## config.mk

```make
export PLATFORM = sky130hd
export DESIGN_NAME = datapath_controller_flat
export DESIGN_NICKNAME = d
export VERILOG_FILES = /design/src/rtl/cpu_pkg.sv /design/src/rtl/datapath_controller_if.sv /design/src/rtl/opcode_decoder.sv /design/src/rtl/datapath_controller.sv /design/src/flat_wrapper.sv
export SDC_FILE = /design/constraint.sdc
export NUM_CORES = 1
export LEC_CHECK = 0
export BUFFER_PORTS_ARGS = -buffer_cell sky130_fd_sc_hd__buf_2
export CAP_MARGIN = 20
export CORE_AREA = 2 2 44 46
export DETAILED_ROUTE_END_ITERATION = 6
export DIE_AREA = 0 0 46 48
export PLACE_DENSITY = 0.74
export SLEW_MARGIN = 20
export SYNTH_ARGS = -nofsm -noshare
export SYNTH_HDL_FRONTEND = slang
export SYNTH_SLANG_ARGS = --single-unit
export TNS_END_PERCENT = 20
```

## constraint.sdc

```tcl
create_clock -name clk -period 1.9 [get_ports clk]
set_clock_uncertainty 0.1 [all_clocks]
set_input_delay 0.19 -clock clk [delete_from_list [all_inputs] [get_ports clk]]
set_output_delay 0.19 -clock clk [all_outputs]
set_load 0.03 [all_outputs]
```

## src/rtl/cpu_pkg.sv

```systemverilog
// Shared definitions for the accumulator CPU: opcodes, mux/ALU codes and controller states.
// Imported by the controller, its decoder and the datapath bench.
package cpu_pkg;

    localparam logic [3:0] OP_NOP  = 4'h0;
    localparam logic [3:0] OP_LDI  = 4'h1;
    localparam logic [3:0] OP_LDA  = 4'h2;
    localparam logic [3:0] OP_STA  = 4'h3;
    localparam logic [3:0] OP_ADD  = 4'h4;
    localparam logic [3:0] OP_SUB  = 4'h5;
    localparam logic [3:0] OP_AND  = 4'h6;
    localparam logic [3:0] OP_OR   = 4'h7;
    localparam logic [3:0] OP_JMP  = 4'h8;
    localparam logic [3:0] OP_JZ   = 4'h9;
    localparam logic [3:0] OP_JMPI = 4'hA;
    localparam logic [3:0] OP_LDAI = 4'hB;
    localparam logic [3:0] OP_STAI = 4'hC;
    localparam logic [3:0] OP_CLR  = 4'hD;
    localparam logic [3:0] OP_RSVD = 4'hE;
    localparam logic [3:0] OP_HLT  = 4'hF;

    localparam logic [1:0] ALU_ADD = 2'b00;
    localparam logic [1:0] ALU_SUB = 2'b01;
    localparam logic [1:0] ALU_AND = 2'b10;
    localparam logic [1:0] ALU_OR  = 2'b11;

    localparam logic [1:0] ACC_SRC_ZERO = 2'b00;
    localparam logic [1:0] ACC_SRC_T    = 2'b01;
    localparam logic [1:0] ACC_SRC_BUS  = 2'b10;
    localparam logic [1:0] ACC_SRC_ALU  = 2'b11;

    typedef enum logic [1:0] {
        FETCH = 2'd0,
        EXEC  = 2'd1,
        INDIR = 2'd2,
        HALT  = 2'd3
    } state_t;

endpackage

```

## src/rtl/datapath_controller_if.sv

```systemverilog
// Controller <-> datapath/memory signal bundle.
// master = controller side, slave = datapath/memory side.
interface datapath_controller_if;
    logic [7:0] IReg_Data_Out;
    logic [7:0] Acc_Data_Out;
    logic       mem_ready;

    logic       IReg_En;
    logic       PC_En;
    logic       IAR_En;
    logic       Acc_En;
    logic       Mux_PC_Add_Sel;
    logic       Mux_PC_In_Sel;
    logic       IReg_Buffer_Sel;
    logic       PC_Buffer_Sel;
    logic       IAR_Buffer_Sel;
    logic       Acc_Buffer_Sel;
    logic [1:0] Mux_Acc_In_Sel;
    logic [1:0] ALU_Sel;
    logic       mem_rd;
    logic       mem_wr;
    logic       halted;
    logic       retire;

    modport master (
        input  IReg_Data_Out, Acc_Data_Out, mem_ready,
        output IReg_En, PC_En, IAR_En, Acc_En, Mux_PC_Add_Sel, Mux_PC_In_Sel,
               IReg_Buffer_Sel, PC_Buffer_Sel, IAR_Buffer_Sel, Acc_Buffer_Sel,
               Mux_Acc_In_Sel, ALU_Sel, mem_rd, mem_wr, halted, retire
    );

    modport slave (
        output IReg_Data_Out, Acc_Data_Out, mem_ready,
        input  IReg_En, PC_En, IAR_En, Acc_En, Mux_PC_Add_Sel, Mux_PC_In_Sel,
               IReg_Buffer_Sel, PC_Buffer_Sel, IAR_Buffer_Sel, Acc_Buffer_Sel,
               Mux_Acc_In_Sel, ALU_Sel, mem_rd, mem_wr, halted, retire
    );
endinterface

```

## src/rtl/opcode_decoder.sv

```systemverilog
// Combinational opcode classifier feeding the controller FSM.
// NOP and the reserved opcode decode to no flags at all.
module opcode_decoder
    import cpu_pkg::*;
(
    input  logic [3:0] opcode,
    output logic       uses_mem,
    output logic       is_write,
    output logic       is_indirect,
    output logic       is_jump,
    output logic       is_cond,
    output logic       is_jmpi,
    output logic       is_halt,
    output logic       acc_wr,
    output logic [1:0] acc_src,
    output logic [1:0] alu_op
);

    always_comb begin
        uses_mem    = 1'b0;
        is_write    = 1'b0;
        is_indirect = 1'b0;
        is_jump     = 1'b0;
        is_cond     = 1'b0;
        is_jmpi     = 1'b0;
        is_halt     = 1'b0;
        acc_wr      = 1'b0;
        acc_src     = ACC_SRC_ZERO;
        alu_op      = ALU_ADD;
        case (opcode)
            OP_LDI: begin
                acc_wr  = 1'b1;
                acc_src = ACC_SRC_T;
            end
            OP_CLR: acc_wr = 1'b1;
            OP_LDA: begin
                uses_mem = 1'b1;
                acc_wr   = 1'b1;
                acc_src  = ACC_SRC_BUS;
            end
            OP_STA: begin
                uses_mem = 1'b1;
                is_write = 1'b1;
            end
            OP_ADD, OP_SUB, OP_AND, OP_OR: begin
                uses_mem = 1'b1;
                acc_wr   = 1'b1;
                acc_src  = ACC_SRC_ALU;
                alu_op   = opcode[1:0];
            end
            OP_JMP: is_jump = 1'b1;
            OP_JZ: begin
                is_jump = 1'b1;
                is_cond = 1'b1;
            end
            OP_JMPI: begin
                uses_mem = 1'b1;
                is_jmpi  = 1'b1;
            end
            OP_LDAI: begin
                uses_mem    = 1'b1;
                is_indirect = 1'b1;
                acc_wr      = 1'b1;
                acc_src     = ACC_SRC_BUS;
            end
            OP_STAI: begin
                uses_mem    = 1'b1;
                is_indirect = 1'b1;
                is_write    = 1'b1;
            end
            OP_HLT:  is_halt = 1'b1;
            default: ;
        endcase
    end

endmodule

```

## src/rtl/datapath_controller.sv

```systemverilog
// Multi-cycle FETCH/EXEC/INDIR/HALT controller for the 8-bit accumulator datapath.
// Outputs are combinational from state, opcode, mem_ready and the accumulator zero test.
module datapath_controller
    import cpu_pkg::*;
(
    input  logic                   clk,
    input  logic                   rst,
    datapath_controller_if.master  bus
);

    state_t     state, state_nxt;
    logic       uses_mem, is_write, is_indirect, is_jump, is_cond, is_jmpi, is_halt, acc_wr;
    logic [1:0] acc_src, alu_op;
    logic       acc_zero;
    logic       unused_operand;

    // The operand field only feeds the datapath's PC adder and Acc mux.
    assign unused_operand = ^bus.IReg_Data_Out[3:0];
    assign acc_zero       = (bus.Acc_Data_Out == 8'h00);

    opcode_decoder u_dec (
        .opcode      (bus.IReg_Data_Out[7:4]),
        .uses_mem    (uses_mem),
        .is_write    (is_write),
        .is_indirect (is_indirect),
        .is_jump     (is_jump),
        .is_cond     (is_cond),
        .is_jmpi     (is_jmpi),
        .is_halt     (is_halt),
        .acc_wr      (acc_wr),
        .acc_src     (acc_src),
        .alu_op      (alu_op)
    );

    always_ff @(posedge clk) begin
        if (rst) state <= FETCH;
        else     state <= state_nxt;
    end

    // Everything stays 0 while rst is high, so an interrupted access drops immediately.
    always_comb begin
        state_nxt           = state;
        bus.IReg_En         = 1'b0;
        bus.PC_En           = 1'b0;
        bus.IAR_En          = 1'b0;
        bus.Acc_En          = 1'b0;
        bus.Mux_PC_Add_Sel  = 1'b0;
        bus.Mux_PC_In_Sel   = 1'b0;
        bus.IReg_Buffer_Sel = 1'b0;
        bus.PC_Buffer_Sel   = 1'b0;
        bus.IAR_Buffer_Sel  = 1'b0;
        bus.Acc_Buffer_Sel  = 1'b0;
        bus.Mux_Acc_In_Sel  = ACC_SRC_ZERO;
        bus.ALU_Sel         = ALU_ADD;
        bus.mem_rd          = 1'b0;
        bus.mem_wr          = 1'b0;
        bus.halted          = 1'b0;
        bus.retire          = 1'b0;
        if (!rst) begin
            case (state)
                FETCH: begin
                    bus.PC_Buffer_Sel = 1'b1;
                    bus.mem_rd        = 1'b1;
                    if (bus.mem_ready) begin
                        bus.IReg_En        = 1'b1;
                        bus.PC_En          = 1'b1;
                        bus.Mux_PC_Add_Sel = 1'b1;
                        state_nxt          = EXEC;
                    end
                end
                EXEC: begin
                    if (is_halt) begin
                        bus.retire = 1'b1;
                        state_nxt  = HALT;
                    end else if (!uses_mem) begin
                        bus.retire = 1'b1;
                        state_nxt  = FETCH;
                        if (acc_wr) begin
                            bus.Acc_En         = 1'b1;
                            bus.Mux_Acc_In_Sel = acc_src;
                        end
                        if (is_jump && (!is_cond || acc_zero)) bus.PC_En = 1'b1;
                    end else begin
                        bus.IReg_Buffer_Sel = 1'b1;
                        if (is_indirect) begin
                            // Pointer fetch: latch mem[t] into IAR, finish in INDIR.
                            bus.mem_rd = 1'b1;
                            if (bus.mem_ready) begin
                                bus.IAR_En = 1'b1;
                                state_nxt  = INDIR;
                            end
                        end else if (is_write) begin
                            bus.Acc_Buffer_Sel = 1'b1;
                            bus.mem_wr         = 1'b1;
                            if (bus.mem_ready) begin
                                bus.retire = 1'b1;
                                state_nxt  = FETCH;
                            end
                        end else begin
                            bus.mem_rd  = 1'b1;
                            bus.ALU_Sel = alu_op;
                            if (bus.mem_ready) begin
                                bus.retire = 1'b1;
                                state_nxt  = FETCH;
                                if (is_jmpi) begin
                                    bus.Mux_PC_In_Sel = 1'b1;
                                    bus.PC_En         = 1'b1;
                                end else begin
                                    bus.Acc_En         = 1'b1;
                                    bus.Mux_Acc_In_Sel = acc_src;
                                end
                            end
                        end
                    end
                end
                INDIR: begin
                    bus.IAR_Buffer_Sel = 1'b1;
                    if (is_write) begin
                        bus.Acc_Buffer_Sel = 1'b1;
                        bus.mem_wr         = 1'b1;
                    end else begin
                        bus.mem_rd = 1'b1;
                    end
                    if (bus.mem_ready) begin
                        bus.retire = 1'b1;
                        state_nxt  = FETCH;
                        if (!is_write) begin
                            bus.Acc_En         = 1'b1;
                            bus.Mux_Acc_In_Sel = acc_src;
                        end
                    end
                end
                HALT: bus.halted = 1'b1;
                default: state_nxt = FETCH;
            endcase
        end
    end

endmodule

```

## src/flat_wrapper.sv

```systemverilog
// flat-port wrapper written by rule: the top's interface ports become plain ports
module datapath_controller_flat import cpu_pkg::*;
  (clk, rst, bus_IReg_Data_Out, bus_Acc_Data_Out, bus_mem_ready, bus_IReg_En, bus_PC_En, bus_IAR_En, bus_Acc_En, bus_Mux_PC_Add_Sel, bus_Mux_PC_In_Sel, bus_IReg_Buffer_Sel, bus_PC_Buffer_Sel, bus_IAR_Buffer_Sel, bus_Acc_Buffer_Sel, bus_Mux_Acc_In_Sel, bus_ALU_Sel, bus_mem_rd, bus_mem_wr, bus_halted, bus_retire);
  datapath_controller_if bus_i ();
  input  logic clk;
  input  logic rst;
  input wire logic [$bits(bus_i.IReg_Data_Out)-1:0] bus_IReg_Data_Out;
  input wire logic [$bits(bus_i.Acc_Data_Out)-1:0] bus_Acc_Data_Out;
  input wire logic [$bits(bus_i.mem_ready)-1:0] bus_mem_ready;
  output wire logic [$bits(bus_i.IReg_En)-1:0] bus_IReg_En;
  output wire logic [$bits(bus_i.PC_En)-1:0] bus_PC_En;
  output wire logic [$bits(bus_i.IAR_En)-1:0] bus_IAR_En;
  output wire logic [$bits(bus_i.Acc_En)-1:0] bus_Acc_En;
  output wire logic [$bits(bus_i.Mux_PC_Add_Sel)-1:0] bus_Mux_PC_Add_Sel;
  output wire logic [$bits(bus_i.Mux_PC_In_Sel)-1:0] bus_Mux_PC_In_Sel;
  output wire logic [$bits(bus_i.IReg_Buffer_Sel)-1:0] bus_IReg_Buffer_Sel;
  output wire logic [$bits(bus_i.PC_Buffer_Sel)-1:0] bus_PC_Buffer_Sel;
  output wire logic [$bits(bus_i.IAR_Buffer_Sel)-1:0] bus_IAR_Buffer_Sel;
  output wire logic [$bits(bus_i.Acc_Buffer_Sel)-1:0] bus_Acc_Buffer_Sel;
  output wire logic [$bits(bus_i.Mux_Acc_In_Sel)-1:0] bus_Mux_Acc_In_Sel;
  output wire logic [$bits(bus_i.ALU_Sel)-1:0] bus_ALU_Sel;
  output wire logic [$bits(bus_i.mem_rd)-1:0] bus_mem_rd;
  output wire logic [$bits(bus_i.mem_wr)-1:0] bus_mem_wr;
  output wire logic [$bits(bus_i.halted)-1:0] bus_halted;
  output wire logic [$bits(bus_i.retire)-1:0] bus_retire;
  assign bus_i.IReg_Data_Out = bus_IReg_Data_Out;
  assign bus_i.Acc_Data_Out = bus_Acc_Data_Out;
  assign bus_i.mem_ready = bus_mem_ready;
  assign bus_IReg_En = bus_i.IReg_En;
  assign bus_PC_En = bus_i.PC_En;
  assign bus_IAR_En = bus_i.IAR_En;
  assign bus_Acc_En = bus_i.Acc_En;
  assign bus_Mux_PC_Add_Sel = bus_i.Mux_PC_Add_Sel;
  assign bus_Mux_PC_In_Sel = bus_i.Mux_PC_In_Sel;
  assign bus_IReg_Buffer_Sel = bus_i.IReg_Buffer_Sel;
  assign bus_PC_Buffer_Sel = bus_i.PC_Buffer_Sel;
  assign bus_IAR_Buffer_Sel = bus_i.IAR_Buffer_Sel;
  assign bus_Acc_Buffer_Sel = bus_i.Acc_Buffer_Sel;
  assign bus_Mux_Acc_In_Sel = bus_i.Mux_Acc_In_Sel;
  assign bus_ALU_Sel = bus_i.ALU_Sel;
  assign bus_mem_rd = bus_i.mem_rd;
  assign bus_mem_wr = bus_i.mem_wr;
  assign bus_halted = bus_i.halted;
  assign bus_retire = bus_i.retire;
  datapath_controller u_core (.clk(clk), .rst(rst), .bus(bus_i));
endmodule
```

==> results <==
- The run finished, with violations left.
- The checks that failed: setup timing.
- The global-route wire length before repair is 3390 µm.
- The violation count after the first detailed-route iteration is 23.
- sky130_fd_sc_hd__a21oi_1 is the most common cell in the netlist.
- The reg-to-reg critical path endpoint is u_core.state[1]$_SDFFE_PP0P_.
- The largest registers in the layout are u_core.state (2).
- The total standard cell area after synthesis is 706 µm².
- The total number of H-tree levels is 1.
- The share of total power dissipated in the clock network is 0.237.
- The initial cell density of the core is 0.418.
- The signed area change from the synthesized netlist to the final layout is 60.3%.
- After synthesis, the netlist uses 40 different library cells.
- The arrival time of the worst setup path is 1610 ps.
- In this run the power density over the cells is 349 nW/µm².
- Measured along the x axis, the die boundary spans 46 µm.
- The worst hold path passes through 2 cells.
- After detailed routing, the average wire length per cell comes to 14.8 µm.
- Of the available clock period, the critical path in the final layout requires 1.00.
- Summed over all cells, the static leakage comes to 0.542 nW.
- The count of nets left with antenna violations once routing finished came out at 0.
- The async set-reset flop share out of synthesis is 0.
- VDD sags by at most 355 µV.
- The cell depth of the worst flop-to-flop path is 7.
- The congestion estimate from routability-driven global placement came to 0.928.
- Entering global routing, the biggest net connects 17 pins.
- The number of hold buffers added after CTS was 0.
- The leftover overflow at the end of global routing is 0.
- By area the synthesized netlist is led by sky130_fd_sc_hd__ha_1 (8.9%), sky130_fd_sc_hd__a21oi_1 (6.4%), sky130_fd_sc_hd__dfxtp_1 (5.7%).
- The synthesized netlist cell count is 105.
- The critical path starts at u_core.state[1]$_SDFFE_PP0P_.
- Of the synthesized area, sequential elements account for 0.0567.
- The count of flip-flops with a built-in enable after synthesis is 0.
- The number of flip-flops under the largest register name is 2.
- The class of the tightest hold or removal check is in2reg.
- Setup violations remaining at the end of the flow were counted as 1.
- In the final layout, the share of cells above drive strength 1 is 0.510.
- Of the total power, combinational logic draws 0.638.
- The floorplan step defined a core boundary enclosing 1690 µm².
- The final net count is 173.
- The commonest cells after synthesis are sky130_fd_sc_hd__a21oi_1 (9), sky130_fd_sc_hd__nor2_1 (7), sky130_fd_sc_hd__inv_1 (6), sky130_fd_sc_hd__nand2_1 (6).
- The number of primary I/O pins is 37.
- For hold timing, the worst endpoint is u_core.state[0]$_SDFFE_PP0P_.
- Row generation in the floorplan step produced 15 rows.
- The number of hold-slack violations in the final timing report is 0.
- Across every metal layer, demand over resource in global routing totals 0.207.
- The summed area of non-filler cells in the final layout is 1130 µm².
- The initial antenna violation count was 0.
- The clock root buffer is sky130_fd_sc_hd__clkbuf_4.
- The startpoint of the lowest-slack register-to-register path is u_core.state[1]$_SDFFE_PP0P_.
- Summed over all nets, the half-perimeter wirelength after detailed placement is 1680 µm.
- The number of maximum-capacitance constraint violations is 0.
- The deepest clock path buffer count is 2.
- The worst pin sits at a relative slew slack of 0.748.
- The internal portion of total power is 0.226 mW.
- The y dimension of the die is 48 µm.
- Counting every net in the synthesized netlist gives 129.
- The maximum frequency from static timing analysis is 526 MHz.
- Port buffering added 32 buffers.
- At the pin with the least slew margin, the transition time is 375 ps.
- The insertion delay to the later sink of the worst-skew pair is 220 ps.
- Yosys printed 0 warnings.
- The worst setup path is of the reg2out kind.
- The instance area at placement is 957 µm².
- 0 antenna diodes ended up in the layout.
- The wire length after detailed routing is 2430 µm.
- Setup repair after global routing could not meet its margin everywhere.
- The floorplan step defined a die boundary enclosing 2210 µm².
- Clock-pin slew was measured on the worst setup and hold paths at 30 ps.
- The library cell with the largest summed area after synthesis is sky130_fd_sc_hd__ha_1.
- STA classifies the critical path startpoint as a flip-flop.
- The post-route DRC violation count is 0.
- Counting the buffers created by CTS gives 3.
- TritonCTS built the clock tree.
- The most flop-heavy register is u_core.state.
- The fraction of power spent switching nets is 0.429.
- STA classifies the critical path endpoint as an output pin.
- The switching component of the power is 0.169 mW.
- Setup slack on the worst reg-to-reg path comes out at 270 ps.
- Along the worst path, the maximum fanout reaches 4.
- In the post-route analysis, the smallest setup slack over all paths is -0.652 ps.
- Data on the critical path is required at its endpoint by 1610 ps.
- The startpoint of the most critical hold path is rst.
- The length of the first detailed-routing pass in iterations is 4.
- For this block, the via count after detailed routing is 966.
- After synthesis, the mean cell area works out to 6.72 µm².
- The number of global-route vias before repair is 838.
- Total power for the finished layout comes to 0.395 mW.
- The area share of the largest cell type after synthesis is 0.0887.
- The vias per cell is 5.89.
- The sequential group share of total power is 0.125.
- The total count of max-transition violations in the final report is 0.
- The post-layout minimum cycle time is 1900 ps.
- Among all flip-flop cells after synthesis, the most frequent one is sky130_fd_sc_hd__dfxtp_1.
- The tree built by TritonCTS fans out to 2 sinks.
- The post-synthesis register bit count is 2.
[per-layer routing]
| layer | track usage | wire length (µm) |
|---|---|---|
| met2 | 0.386 | 1320 |
| met4 | 0.0629 | 0 |
| met3 | 0.00755 | 145 |
| met1 | 0.254 | 965 |
| met5 | 0 | 0 |
[layout make-up]
cell class                      instances  area (µm²)
Timing Repair Buffer                   49         312
Fill cell                             151         558
Tap cell                               17        21.3
Inverter                                6        25.0
Clock buffer                            3        22.5
Multi-Input combinational cell         87         703
Sequential cell                         2        47.5
[worst max path at each step]
stage / slack, ps / endpoint
after global placement: 70 / bus_Mux_Acc_In_Sel[0]
after global routing: -50 / bus_Mux_Acc_In_Sel[1]
after floorplan: -200 / bus_Mux_PC_In_Sel
after detailed placement: 30 / bus_Mux_Acc_In_Sel[1]
after CTS: -2 / bus_mem_rd
final: -0.7 / bus_Mux_Acc_In_Sel[1]
[power groups by stage]
stage	clock network, mW	logic, mW	registers (mW)
3_5_place_dp	0	0.204	0.0491
6_report	0.0937	0.252	0.0495
2_1_floorplan	0	0.132	0.0490
4_1_cts	0.102	0.224	0.0510
3_3_place_gp	0	0.200	0.0490
5_1_grt	0.0999	0.272	0.0496
[stage by stage]
| stage | std cells | TNS [ps] | worst slack, ps | util | hold slack, ps |
|---|---|---|---|---|---|
| after floorplan | 105 | -703 | -199 | - | 402 |
| after global routing | 164 | -133 | -51.1 | 0.670 | 223 |
| final | 164 | -0.652 | -0.652 | 0.670 | 179 |
| after detailed placement | 158 | 0 | 26.7 | 0.567 | 423 |
| after global placement | 158 | 0 | 67.9 | 0.567 | 411 |
| after CTS | 162 | -2.31 | -2.31 | 0.631 | 167 |
[critical path: stages (launching register included)]
cell and delay [ps]:
sky130_fd_sc_hd__dfxtp_4 360, sky130_fd_sc_hd__inv_4 80, sky130_fd_sc_hd__ha_4 160, sky130_fd_sc_hd__buf_4 120, sky130_fd_sc_hd__nor2b_4 150, sky130_fd_sc_hd__nand3_1 110
sky130_fd_sc_hd__a211oi_2 210, sky130_fd_sc_hd__buf_4 190
[kinds of logic (layout without fill, tap and decap cells)]
group / count (synthesis) / count (layout) / synth area share
compound gates: 35 / 35 / 0.355
mux: 1 / 1 / 0.0142
flops: 2 / 2 / 0.0567
buf+inv: 16 / 58 / 0.105
simple gates: 46 / 46 / 0.381
fa+ha+maj: 5 / 5 / 0.0887
[timing repair]
item                       in CTS  in global routing
setup endpoints to repair      11                  6
resized for setup              22                 14
pin swaps                       1                  6
cloned                          0                  0
buffers inserted                1                  2
[placed cells by master, fill, tap and decap left out, drive strengths merged, types with 5 or more instances in the layout]
master,netlist,final
nor2,7,7
buf,7,49
o21ai,5,5
a21oi,9,9
nand2,6,6
nor2b,5,5
nand2b,5,5
inv,6,6
nand3,5,5
ha,5,5
Power figures use the tool's default switching activity.
